`src/rtl/bounce_gen.sv`:
```
// Contact-bounce emulator: moves btn to a commanded level through an LFSR-driven
// bounce burst and a clean settle interval. Define BOUNCE_GEN_RANDLEN_EN for random burst lengths.
module bounce_gen #(
  parameter int          BOUNCE_CYCLES = 8,
  parameter int          SETTLE_CYCLES = 16,
  parameter logic [15:0] LFSR_SEED     = 16'hACE1
) (
  input  logic clk,
  input  logic rst,
  input  logic cmd_valid,
  input  logic cmd_level,
  output logic cmd_ready,
  output logic btn,
  output logic busy,
  output logic done
);

`ifdef BOUNCE_GEN_RANDLEN_EN
  localparam int CntW = 9;
`else
  localparam int CntW = 8;
`endif

  typedef enum logic [1:0] {
    IDLE,
    BOUNCE,
    SETTLE
  } state_t;

  state_t            state_q, state_d;
  logic [CntW-1:0]   cnt_q, cnt_d;
  logic [15:0]       lfsr_q, lfsr_d;
  logic              level_q, level_d;
  logic              btn_q, btn_d;
  logic              done_q, done_d;
  logic [15:0]       lfsr_step;
  logic [CntW-1:0]   burst_len;

  // Galois form of x^16+x^14+x^13+x^11+1
  assign lfsr_step = {1'b0, lfsr_q[15:1]} ^ (lfsr_q[0] ? 16'hB400 : 16'h0000);

`ifdef BOUNCE_GEN_RANDLEN_EN
  assign burst_len = CntW'(BOUNCE_CYCLES) + CntW'(lfsr_q[3:0]);
`else
  assign burst_len = CntW'(BOUNCE_CYCLES);
`endif

  always_ff @(posedge clk) begin
    if (rst) begin
      state_q <= IDLE;
      cnt_q   <= '0;
      lfsr_q  <= LFSR_SEED;
      level_q <= 1'b0;
      btn_q   <= 1'b0;
      done_q  <= 1'b0;
    end else begin
      state_q <= state_d;
      cnt_q   <= cnt_d;
      lfsr_q  <= lfsr_d;
      level_q <= level_d;
      btn_q   <= btn_d;
      done_q  <= done_d;
    end
  end

  // btn_d is computed one cycle ahead, so the first-contact level is loaded at accept
  always_comb begin
    state_d = state_q;
    cnt_d   = cnt_q;
    lfsr_d  = lfsr_q;
    level_d = level_q;
    btn_d   = btn_q;
    done_d  = 1'b0;
    case (state_q)
      IDLE: begin
        if (cmd_valid) begin
          level_d = cmd_level;
          if (cmd_level == btn_q) begin
            done_d = 1'b1;
          end else begin
            state_d = BOUNCE;
            cnt_d   = burst_len;
            btn_d   = cmd_level;
          end
        end
      end
      BOUNCE: begin
        lfsr_d = lfsr_step;
        if (cnt_q == CntW'(1)) begin
          state_d = SETTLE;
          cnt_d   = CntW'(SETTLE_CYCLES);
          btn_d   = level_q;
        end else begin
          cnt_d = cnt_q - CntW'(1);
          btn_d = lfsr_step[0];
        end
      end
      SETTLE: begin
        btn_d = level_q;
        if (cnt_q == CntW'(1)) begin
          state_d = IDLE;
          cnt_d   = '0;
          done_d  = 1'b1;
        end else begin
          cnt_d = cnt_q - CntW'(1);
        end
      end
      default: state_d = IDLE;
    endcase
  end

  assign cmd_ready = (state_q == IDLE);
  assign busy      = (state_q == BOUNCE) || (state_q == SETTLE);
  assign btn       = btn_q;
  assign done      = done_q;

endmodule
```
`config.mk`:
```
export PLATFORM = sky130hd
export DESIGN_NAME = bounce_gen
export DESIGN_NICKNAME = d
export VERILOG_FILES = /design/src/rtl/bounce_gen.sv
export SDC_FILE = /design/constraint.sdc
export NUM_CORES = 1
export LEC_CHECK = 0
export ABC_CLOCK_PERIOD_IN_PS = 2200
export CAP_MARGIN = 25
export CORE_MARGIN = 2
export CORE_UTILIZATION = 35
export CTS_CLUSTER_SIZE = 10
export DETAILED_ROUTE_END_ITERATION = 8
export GPL_ROUTABILITY_DRIVEN = 0
export PLACE_DENSITY = 0.62
export SYNTH_ARGS = -nofsm -noshare
export SYNTH_HDL_FRONTEND = slang
export SYNTH_SLANG_ARGS = --single-unit
```
`constraint.sdc`:
```
create_clock -name clk -period 2.2 [get_ports clk]
set_input_delay 0.44 -clock clk [delete_from_list [all_inputs] [get_ports clk]]
set_output_delay 0.44 -clock clk [all_outputs]
set_load 0.05 [all_outputs]
```
# Yosys cells after proc, flatten, opt, wreduce, memory -nomap -nowiden

Index checks and enable logic that the tools add are counted.

Shift-type cells: 0
Divide/modulo/power cells: 0
Reductions and logical operators: 6
Add/sub/neg operators: 1
$mul: 0
Multiplexer cells: 19
Equal/unequal tests: 8
Bitwise logic cells: 1
$lt $le $gt $ge: 0

Operator list:

| operator                                                            | count |
|---|---|
| 8-bit 2-to-1 mux                                                    | 4 |
| 8-bit one-hot mux with 3 select lines                               | 1 |
| 16-bit 2-to-1 mux                                                   | 1 |
| 15-bit by 16-bit XOR with 16-bit output                             | 1 |
| 8-bit by 1-bit == test with 1-bit output (second input constant)    | 1 |
| 2-bit 2-to-1 mux                                                    | 4 |
| 2-bit != test (second input constant)                               | 4 |
| 8-bit by 1-bit subtractor with 8-bit output (second input constant) | 1 |
| 1-bit 2-to-1 mux                                                    | 6 |
| 2-bit one-hot mux with 3 select lines                               | 1 |
| 4-bit AND reduction                                                 | 1 |
| 1-bit one-hot mux with 3 select lines                               | 1 |
| 3-bit AND reduction                                                 | 1 |
| 3-bit nonzero test                                                  | 1 |
| 2-bit by 1-bit == test with 1-bit output (second input constant)    | 1 |
| 2-bit == test (second input constant)                               | 1 |
| 2-bit logical NOT                                                   | 1 |
| 1-bit one-hot mux with 2 select lines                               | 1 |
| 2-bit AND reduction                                                 | 1 |
| 1-bit == test                                                       | 1 |
| 1-bit logical OR                                                    | 1 |

Register bits: 29
Output and inout port bits: 4
Memories kept: 0
Bits in writable memories: 0
Logic and storage cells: 41
Latch bits: 0
ROM bits: 0

# Depth between registers and ports, before layout

Gate-level depths: netlist (run 1).

Depth in word-level cells: 4
Depth in mapped cells: 7
Depth with buffers taken out: 6

# Worst setup path before layout (run 1)

No wires, ideal clock.

Kind: register to register
Start: register state_q[1]
End: register cnt_q[0]
Setup time: 0.133 ns
Data required time: 2.067 ns
Arrival time: 1.890 ns
Cell stages (with the launch flop): 8
Slack: 0.178 ns
Buffers on the path: 1
Cell sequence: dfxtp_1 inv_1 ha_1 nor2_1 a31oi_1 clkbuf_1 xnor2_1 nor2_1

Longest elaborated chain between the ends: 3
Elaborated cells on any way between the ends: 8
Those cells by class: eq/ne: 4; mux: 1; reduce/logical: 3

RTL lines:

| element                                                              | RTL line | RTL |
|---|---|---|
| from (decl)                                                          | 30       | `state_t state_q, state_d;` |
| from (signal assigned)                                               | 57       | `state_q <= state_d;` |
| 2-bit logical NOT (*)                                                | -        |  |
| via cmd_ready                                                        | 12       | `output logic cmd_ready,` |
| 2-bit != test (no line) / 3-bit nonzero test (equally long branches) | -        |  |
| 3-bit AND reduction (no line)                                        | -        |  |
| to (signal assigned)                                                 | 58       | `cnt_q <= cnt_d;` |
| to (decl)                                                            | 31       | `logic [CntW-1:0] cnt_q, cnt_d;` |

Mark *: on every way through the listed nets, which the timed path passes. The rest lies on a longest branch.
A chain may end at the register's enable or synchronous reset.

# Worst setup path in the final report (run 1)

Start: register btn_q, in the netlist btn
End: output btn

RTL lines:

| element                | RTL line | RTL |
|---|---|---|
| from (decl)            | 34       | `logic btn_q, btn_d;` |
| from (signal assigned) | 61       | `btn_q <= btn_d;` |
| to (decl)              | 13       | `output logic btn,` |

No word-level cell between the ends.

==> flow_summary.toml, run 1 <==
[status]
status = "finished clean"

[routing]
first_pass_iters = 4
drt_iter0_markers = 61
wl_per_cell_um = 12.4
via_per_inst = 5.10
route.detailed.drc = 0
ant_nets = 0
wl_mm = 2.64
vias = 1086

[synth]
synthMuxAreaShare_pct = 8.92
synth_top_cells_by_area = "dfxtp_1 43%, mux2i_1 8.9%, ha_1 5.6%, a21oi_1 4.5%, nand2_1 4.2%"
synthFlopType = "dfxtp_1"
synth_top_area_share_pct = 43.1
synthArstFlopShare_pct = 0
ys_seq_area_share_pct = 43.1
yosysWarnings = 0
synthCells = 152
synth_edf_count = 0
syn_area_um2 = 1350
syn_nets = 162
yosys.area.top_type = "dfxtp_1"
ys_ff_latch = 29
synthMostInstantiatedCell = "dfxtp_1"
synthAdderAreaFrac_pct = 5.58
yosys.area_share.simple_pct = 18.0
synthTopCellsByCount = "29 x dfxtp_1, 15 x nand2_1, 14 x nor2_1, 12 x a21oi_1, 12 x mux2i_1"
syn_area_per_cell_um2 = 8.86
synth_cell_types = 32
synth_compound_area_share_pct = 15.3
synth_xor_area_share_pct = 4.55
synth_top_family_by_area = "simple AND/OR/NAND/NOR gates"

[global_route]
grt_start_max_net_pins = 24
grt_pass1_vias = 1018
overflow = 0
grt_pass1_wl_mm = 4.58
antenna_found_initial = 0
grtUsageTotal_pct = 14.3

[timing]
hold_viol_final = 0
fin_setup_tns_ps = 0
period_minus_slack_ps = 1960
fmax_mhz = 511
slew_headroom_pct = 60.1
fin_crit_sh_pct = 88.9
finalSetupViolCount = 0
clock-skew-final_ps = 5.42
slew_viol_final = 0
worst_pin_slew_ps = 592
grt_setup_unrepaired = "false"

[floorplan]
initial_core_util_pct = 36.5
die_area_um2 = 4360
core_area_um2 = 3690
dieHeight_um = 66.0
io_pins = 8
die_x_um = 66.0
fp-row-count = 22

[worst_setup_path]
r2r_cells = 4
crit_family = "buffers and inverters"
cp.arrival_ps = 1520
critical_path_buf_inv_count = 1
critPathLaunchType = "flop"
critPathKind = "flop to primary output"
path_depth = 1
required_ps = 1760
crit_path_top_delay_cell = "clkdlybuf4s50_1"
r2r_slack_ps = 310
r2r-start = "cnt_q[0]$_SDFFE_PP0P_"
worst-path-max-fanout = 4
path_cells = "clkdlybuf4s50_1"
end_kind = "primary output"
r2r-end = "cnt_q[7]$_SDFFE_PP0P_"
setup.worst_path.end = "btn"
critPathMaxStageDelay_ps = 830
startpoint = "btn$_SDFFE_PP0P_"

[placed_design]
dp_cells = 206
dp_hpwl_mm = 1.83
io_buffers = 7

[clocking]
insertion_delay_ps = 280
h-tree-depth = 2
cts_buffers = 5
clk_pin_slew_worst_paths_ps = 60
clk_path_buf_depth = 2
cts_tree = "built"
postCtsResizedCells = 0
cts.sinks = 29
cts_hold_buffers = 0
cts_root_buffer = "clkbuf_8"
post_cts_buffers = 0

[power]
ir_worst_vdd_uv = 513
seqPwrFrac_pct = 35.0
finalPower_mw = 2.07
p_leak_nw = 0.609
intPower_mw = 1.32
combPwrFrac_pct = 39.6
netSwitchingFraction_pct = 36.3
clkPwrFrac_pct = 25.4
p_per_area_nw_per_um2 = 1300
switching_power_uw = 753

[min_path]
hold_path_class = "flop to flop"

[layout]
layout-drive-gt1-share_pct = 11.5
layout.nets = 175
area_growth_pct = 18.4
n_antenna_cell = 0
stdcell_count = 213
fillers = 374

[job]
maxCapViolCount = 0
-- cell families (layout without fill, tap and decap cells) --
family,count (synthesis),count (layout)
AO/OA/AOI/OAI,33,33
adder cells (fa/ha/maj),6,6
buffers and inverters,16,29
XOR/XNOR,7,7
multiplexers,12,12
flip-flops,29,29
AND/OR/NAND/NOR,49,49
-- area by class of cell --
type	instances	area, µm²	share of cell area (%)
well taps	48	60.1	3.77
inverters	9	33.8	2.12
repair buffers	13	110	6.91
clock inverters	2	35.0	2.20
flip-flops and latches	29	581	36.4
multi-input cells	107	706	44.3
clock buffers	5	68.8	4.32
-- worst reg2reg max path, cell delays in order (launching register included) --
cell	delay, ps
dfxtp_1	340
or4_4	580
or4_1	440
or3_1	320
a21oi_1	140
-- flip-flops by register name, summed over array words and instances, names as in the netlist --
| register | cells |
|---|---|
| btn | 1 |
| cnt_q | 8 |
| done | 1 |
| level_q | 1 |
| lfsr_q | 16 |
| state_q | 2 |
-- worst min-delay path by stage --
stage,endpoint,startpoint,slack [ps],cells after the start
floorplan,level_q$_SDFFE_PP0P_,level_q$_SDFFE_PP0P_,430,2
global placement,lfsr_q[5]$_SDFFE_PP1P_,lfsr_q[5]$_SDFFE_PP1P_,450,2
detailed placement,lfsr_q[7]$_SDFFE_PP1P_,lfsr_q[8]$_SDFFE_PP0P_,470,2
CTS,lfsr_q[7]$_SDFFE_PP1P_,lfsr_q[8]$_SDFFE_PP0P_,480,2
global route,lfsr_q[12]$_SDFFE_PP0P_,lfsr_q[12]$_SDFFE_PP0P_,510,2
finish,lfsr_q[6]$_SDFFE_PP1P_,lfsr_q[6]$_SDFFE_PP1P_,480,2
-- layout by cell type, fill, tap and decap left out, drive strengths merged --
cell | Yosys | routed
nor2 | 14 | 14
xnor2 | 5 | 5
or4 | 6 | 6
xor2 | 2 | 2
dfxtp | 29 | 29
nor4 | 1 | 1
nand2b | 1 | 1
a21o | 2 | 2
o21a | 1 | 1
nor3b | 2 | 2
clkinv | 0 | 1
ha | 6 | 6
a32o | 1 | 1
o41ai | 1 | 1
clkdlybuf4s50 | 0 | 5
inv | 9 | 9
a21oi | 12 | 12
o21ai | 8 | 8
o221a | 1 | 1
or3 | 3 | 3
and2 | 1 | 1
o31ai | 2 | 2
nand2 | 15 | 15
mux2i | 12 | 12
nor3 | 2 | 2
o221ai | 1 | 1
bufinv | 0 | 1
nand3 | 4 | 4
o32ai | 1 | 1
clkbuf | 7 | 5
a31oi | 1 | 1
buf | 0 | 8
a211oi | 2 | 2
-- per-stage QoR --
step	hold WS [ps]	util [%]	cell area [µm²]	setup slack [ps]
6_report	481	43.2	1590	244
2_1_floorplan	433	-	1350	178
4_1_cts	484	43.2	1590	236
3_5_place_dp	467	40.4	1490	-12.6
3_3_place_gp	452	40.4	1490	123
5_1_grt	506	43.2	1590	139
-- power groups by stage --
stage / logic (mW) / clock network [mW] / registers, mW
6_report: 0.820 / 0.527 / 0.724
4_1_cts: 0.822 / 0.537 / 0.724
3_5_place_dp: 0.811 / 0 / 0.731
3_3_place_gp: 0.790 / 0 / 0.729
2_1_floorplan: 0.596 / 0 / 0.737
5_1_grt: 0.909 / 0.565 / 0.739
-- layer usage --
metal | vias up | track usage, % | wire, µm
met5 | - | 0 | 0
met4 | 0 | 9.18 | 72
met3 | 8 | 4.60 | 72
met2 | 7 | 21.8 | 1260
met1 | 510 | 17.1 | 1240
li1 | 561 | - | -
(Power assumes the default switching activity.)
==> run 2, diff against run 1 <==
--- a/config.mk
+++ b/config.mk
@@ -7,6 +7,7 @@
 export LEC_CHECK = 0
 export ABC_CLOCK_PERIOD_IN_PS = 2200
 export CAP_MARGIN = 25
+export CORE_ASPECT_RATIO = 0.6
 export CORE_MARGIN = 2
 export CORE_UTILIZATION = 35
 export CTS_CLUSTER_SIZE = 10
==> flow_summary.toml, run 2 (synthesis gave the netlist of run 1 again) <==
[status]
status = "finished clean"

[routing]
via_per_inst = 5.15
wl_met1_mm = 1.50
ant_nets = 0
wl_met3_um = 137
highest_layer = "met4"
route.detailed.drc = 0
wl_mm = 2.83
drt_iter0_markers = 70
first_pass_iters = 4
met2WireLength_mm = 1.15
wl_per_cell_um = 13.3
vias = 1097

[global_route]
grt_start_max_net_pins = 21
grt_pass1_wl_mm = 5.02
grtUsageTotal_pct = 15.0
overflow = 0
grt_pass1_vias = 1055
antenna_found_initial = 0

[clocking]
cts_tree = "built"
clk_path_buf_depth = 2
insertion_delay_ps = 280
h-tree-depth = 2
cts_root_buffer = "clkbuf_8"
cts_hold_buffers = 0
cts_buffers = 5
postCtsResizedCells = 0
post_cts_buffers = 0
cts.sinks = 29
clk_pin_slew_worst_paths_ps = 60

[placed_design]
io_buffers = 7
pre_cts_slack_ps = 22.6
dp_hpwl_mm = 2.01
dp_cells = 206

[layout]
seq_area_um2 = 581
multi_input_area_um2 = 706
fillers = 383
stdcell_count = 213
n_antenna_cell = 0
layout_commonest_cell = "dfxtp_1"
top_regs = "lfsr_q x16, cnt_q x8, state_q x2"
largest_register_ffs = 16
top_register = "lfsr_q"
layout.nets = 176
layout-drive-gt1-share_pct = 12.0
area_growth_pct = 18.9
final_cell_mix = "29 x dfxtp_1, 15 x nand2_1, 14 x nor2_1"

[worst_setup_path]
critPathKind = "flop to primary output"
required_ps = 1760
cp.arrival_ps = 1550
critical_path_buf_inv_count = 1
path_cells = "clkdlybuf4s50_1"
worst-path-max-fanout = 4
crit_family = "buffers and inverters"
end_kind = "primary output"
critPathLaunchType = "flop"
crit_path_top_delay_cell = "clkdlybuf4s50_1"
critPathMaxStageDelay_ps = 840

[timing]
final.setup.worst_slack_ps = 211
holdWs_ps = 471
fin_setup_tns_ps = 0
fmax_mhz = 503
clock-skew-final_ps = 3.88
hold_viol_final = 0
grt_setup_unrepaired = "false"
slew_viol_final = 0
finalSetupViolCount = 0
period_minus_slack_ps = 1990
worst_pin_slew_ps = 584
fin_crit_sh_pct = 90.4
slew_headroom_pct = 60.7

[floorplan]
initial_core_util_pct = 36.6
core_area_um2 = 3680
dieHeight_um = 52.0
io_pins = 8
die_x_um = 84.1
die_area_um2 = 4380
fp-row-count = 17

[power]
p_leak_nw = 0.614
p_per_area_nw_per_um2 = 1310
ir_worst_vdd_uv = 703

[min_path]
hold_path_class = "flop to flop"

[job]
maxCapViolCount = 0
run 2: cell types whose count changed in the layout (fill, tap and decap cells not counted):
cell / change
buf_4: +1
run 2: final cells by class:
class	count	share of cell area (%)
Clock buffer	5	4.30
Clock inverter	2	2.19
Inverter	9	2.11
Multi-Input combinational cell	107	44.1
Sequential cell	29	36.3
Tap cell	47	3.67
Timing Repair Buffer	14	7.35
run 2: routing by layer:
| metal | up-vias | GRT usage, % |
|---|---|---|
| met4 | 0 | 6.45 |
| met5 | - | 0 |
| met1 | 509 | 20.2 |
| met3 | 4 | 4.92 |
| met2 | 26 | 22.1 |
| li1 | 558 | - |
run 2: tightest hold or removal path, cell delays in order, from the launching register on:
cell and delay [ps]:
dfxtp_1 320, mux2i_1 60, nand2_1 60
run 2: per-stage QoR:
step	cell area [µm²]	total power, mW	utilization (%)
2_1_floorplan	1350	1.33	-
3_3_place_gp	1500	1.54	40.7
3_5_place_dp	1500	1.57	40.7
4_1_cts	1600	2.10	43.5
5_1_grt	1600	2.24	43.5
6_report	1600	2.09	43.5
run 2: report_power, final:
| part | switching, mW | total [mW] | internal (mW) | leakage, nW |
|---|---|---|---|---|
| clock | 0.193 | 0.522 | 0.328 | 0.0540 |
| combinational | 0.472 | 0.843 | 0.371 | 0.323 |
| sequential | 0.0996 | 0.730 | 0.630 | 0.237 |
run 2: worst paths after layout:
kind,startpoint,endpoint,slack (ps),cells past startpoint
worst max-delay path,btn$_SDFFE_PP0P_,btn,210,1
worst min-delay path,lfsr_q[6]$_SDFFE_PP1P_,lfsr_q[6]$_SDFFE_PP1P_,470,2
worst max register to register,cnt_q[0]$_SDFFE_PP0P_,cnt_q[7]$_SDFFE_PP0P_,330,4
worst min register to register,lfsr_q[6]$_SDFFE_PP1P_,lfsr_q[6]$_SDFFE_PP1P_,470,2
